### src/rtl/ber_checker_ref_delay_line.sv
// Reference bit history with a selectable tap; tap 0 is the live input bit,
// tap k is the bit presented k enabled shifts earlier.
module ber_checker_ref_delay_line #(
  parameter int DEPTH    = 512,
  parameter int SEL_BITS = $clog2(DEPTH)
) (
  input  logic                clk,
  input  logic                reset,
  input  logic                en_i,
  input  logic                din_i,
  input  logic [SEL_BITS-1:0] sel_i,
  output logic                tap_o
);

  // Tap DEPTH-1 is the oldest reachable bit, so DEPTH-1 stored bits suffice.
  logic [DEPTH-2:0] hist_q;
  logic [DEPTH-2:0] hist_d;
  logic [DEPTH-1:0] taps;

  always_comb begin
    hist_d = hist_q;
    if (en_i) begin
      hist_d = {hist_q[DEPTH-3:0], din_i};
    end
  end

  always_ff @(posedge clk or posedge reset) begin
    if (reset) begin
      hist_q <= '0;
    end else begin
      hist_q <= hist_d;
    end
  end

  assign taps  = {hist_q, din_i};
  assign tap_o = taps[sel_i];

endmodule

### config.mk
export PLATFORM = sky130hd
export DESIGN_NAME = ber_checker_ref_delay_line
export DESIGN_NICKNAME = d
export VERILOG_FILES = /design/src/rtl/ber_checker_ref_delay_line.sv
export SDC_FILE = /design/constraint.sdc
export NUM_CORES = 1
export LEC_CHECK = 0
export CAP_MARGIN = 15
export CELL_PAD_IN_SITES_DETAIL_PLACEMENT = 1
export CELL_PAD_IN_SITES_GLOBAL_PLACEMENT = 1
export CORE_UTILIZATION = 54
export DETAILED_ROUTE_END_ITERATION = 10
export PLACE_DENSITY_LB_ADDON = 0.1
export SLEW_MARGIN = 30
export SYNTH_ARGS = -nofsm -noshare
export SYNTH_HDL_FRONTEND = slang
export SYNTH_SLANG_ARGS = --single-unit
export TNS_END_PERCENT = 20
### constraint.sdc
create_clock -name clk -period 25.3 [get_ports clk]
set_input_delay 5.06 -clock clk [delete_from_list [all_inputs] [get_ports clk]]
set_output_delay 5.06 -clock clk [all_outputs]
set_load 0.02 [all_outputs]
==> results.yml <==
critical_path:
  cp.required_ns: 20.24
  worstPathArrival_ns: 9.62
  critPathCaptureType: "output pin"
  cp_max_fo: 60
  crit_path_max_incr_delay_ns: 0.80
  crit_chain: "buf_8 -> buf_4 -> buf_4 -> mux2i_1 -> o221ai_1 -> o22ai_1 -> o211ai_1 -> a21oi_1 -> a2111o_1 -> nand4_1 -> clkdlybuf4s50_1"
  start_kind: "input port"
  critPathSlowestCell: "buf_4"
  worst-setup-path-type: "in -> out"
  crit_path_frequent_cell: "buf_4"
synth:
  yosysWarnings: 0
  yosys.area.top_type: "dfrtp_1"
  synthDistinctLibCells: 45
  ys_ff_latch: 511
  synth_top_area_frac: 0.548
  synthTopCellsByArea: "dfrtp_1 55%, mux2_2 25%, mux4_2 6.5%, mux2i_1 4.9%, o221ai_1 2.1%"
  yosysSeqAreaShare: 0.548
  syn_nets: 1530
  synth-edff-count: 0
  syn_avg_cell_area_um2: 15.4
  async_flop_share: 1.00
  synthFlopType: "dfrtp_1"
  mappedNetlistArea_um2: 23300
  synthCells: 1517
sta:
  tightest_slew_ns: 1.04
  grt_setup_unrepaired: "false"
  post-route-period-util: 0.580
  fin_worst_skew_ns: 0.00935
  slew_viol_final: 0
  finalHoldViolCount: 0
  setup_violations: 0
  max-slew-margin-rel: 0.306
  fin_crit_ns: 14.68
  max_freq_mhz: 68.1
  tns_ns: 0
place:
  dp_hpwl_um: 28400
  routabilityCongestion: 0.734
  portBuffers: 13
cts:
  cts_buffer_depth: 3
  cts_setup_buffers: 0
  clk_pin_slew_ns: 0.06
  htreeDepth: 2
  numCtsBuffers: 54
  cts_hold_buf: 0
  cts-root-buf: "clkbuf_16"
  clk_latency_ns: 0.59
  cts_sinks: 511
  cts_tree: "built"
  cts_resized: 0
drt:
  drtIter0Drc: 702
  wl_per_cell_um: 23.8
  vias_per_cell: 6.25
  first_pass_iters: 4
  vias: 12991
  drc: 0
  wl_um: 49500
  ant_nets: 0
die:
  boundaryPins: 14
  die_x_um: 210
  die_h_um: 210
  core_um2: 42200
  num_rows: 75
  dieArea_um2: 44000
  start_util: 0.552
run_status:
  status: "finished clean"
job:
  cap_viol_max_count: 0
finish:
  reg.largest.list: "hist_q: 511 flops"
  diodes: 0
  fill_cells: 3801
  area_delta_synth_final_pct: 9.01
  drive_gt1_frac: 0.451
  largest-register: "hist_q"
  num-nets-final: 1512
  final_common_cell: "mux2_2"
  largest_register_ffs: 511
  layout_common_cells: "512 x mux2_2, 511 x dfrtp_1, 115 x mux2i_1"
power_and_ir_drop:
  power.density_nw_per_um2: 68.8
  p_leak_nw: 12.3
  power_mw: 1.75
  ir_drop_uv: 53.2
global_route:
  grt_use_met1: 0.339
  grt_pass1_wl_um: 82200
  grt_max_degree: 179
  busiest_layer: "met2"
  overflow: 0
  grt_use_met3: 0.0323
  antenna_found_initial: 0
  grt_usage: 0.239
  use_met2: 0.387
  grt_pass1_vias: 14378
worst_hold_path:
  hold_path_class: "reg -> reg"
-- metal layers --
layer,routed length (um),vias up,part of all wire
li1,-,5731,-
met1,22700,7027,0.46
met2,24200,157,0.49
met3,1540,76,0.031
met4,1070,0,0.022
met5,0,-,0
-- cell families (layout without fill, tap and decap cells) --
kind of cell	Yosys count	count (layout)	synth area share
and+or+nand+nor	48	48	0.0107
DFF	511	511	0.548
AOI/OAI and AO/OA	143	143	0.0445
muxes	699	699	0.367
buffers and inverters	116	139	0.0297
-- synthesized netlist by cell type (all sizes together), types with 3 or more instances --
library cell,number
a21oi,34
buf,35
clkbuf,75
clkinv,3
dfrtp,511
inv,3
mux2,512
mux2i,115
mux4,72
nand2,11
nand3,4
nor2,17
nor4,5
o2111ai,4
o211ai,4
o21ai,8
o221ai,58
o22ai,26
-- power by group --
group          switching (mW)  internal (mW)  total, mW
sequential             0.0154          0.838      0.853
combinational          0.0740         0.0527      0.127
clock                   0.319          0.450      0.769
-- through the flow --
stage | worst slack, ns | instances | hold WS, ns | cell area (um^2) | utilization
after floorplan | 5.97 | 1517 | 0.480 | 23300 | -
after global placement | 10.56 | 1981 | 0.500 | 23700 | 0.560
after detailed placement | 10.49 | 1981 | 0.513 | 23700 | 0.560
after CTS | 10.47 | 2078 | 0.525 | 25400 | 0.601
after global routing | 10.26 | 2079 | 0.541 | 25400 | 0.602
final | 10.62 | 2079 | 0.524 | 25400 | 0.602
-- cell type report --
type | count | area (um^2) | area share
clock buffer | 85 | 1670 | 0.0657
sequential | 511 | 12800 | 0.503
tap | 539 | 674 | 0.0265
inverter | 6 | 30.0 | 0.00118
multi-input combinational | 890 | 9850 | 0.387
timing repair buffer | 36 | 353 | 0.0139
clock inverter | 12 | 60.1 | 0.00236
-- worst max-delay path, delay by kind of cell --
family	cells	cell delay [ns]
buffers and inverters	4	2.69
AO/OA/AOI/OAI	5	1.49
multiplexers	1	0.18
AND/OR/NAND/NOR	1	0.13
-- final timing paths --
| path | start | end | slack, ns | cells after the start |
|---|---|---|---|---|
| min in group asynchronous | reset | hist_q[16]$_DFFE_PP0P_ | 5.00 | 2 |
| setup reg to reg | hist_q[478]$_DFFE_PP0P_ | hist_q[478]$_DFFE_PP0P_ | 24.47 | 1 |
| max in group asynchronous | reset | hist_q[407]$_DFFE_PP0P_ | 17.59 | 5 |
| setup / recovery | sel_i[0] | tap_o | 10.62 | 11 |
| hold / removal | hist_q[212]$_DFFE_PP0P_ | hist_q[213]$_DFFE_PP0P_ | 0.52 | 1 |
| hold reg to reg | hist_q[212]$_DFFE_PP0P_ | hist_q[213]$_DFFE_PP0P_ | 0.52 | 1 |
(Power assumes the default switching activity.)
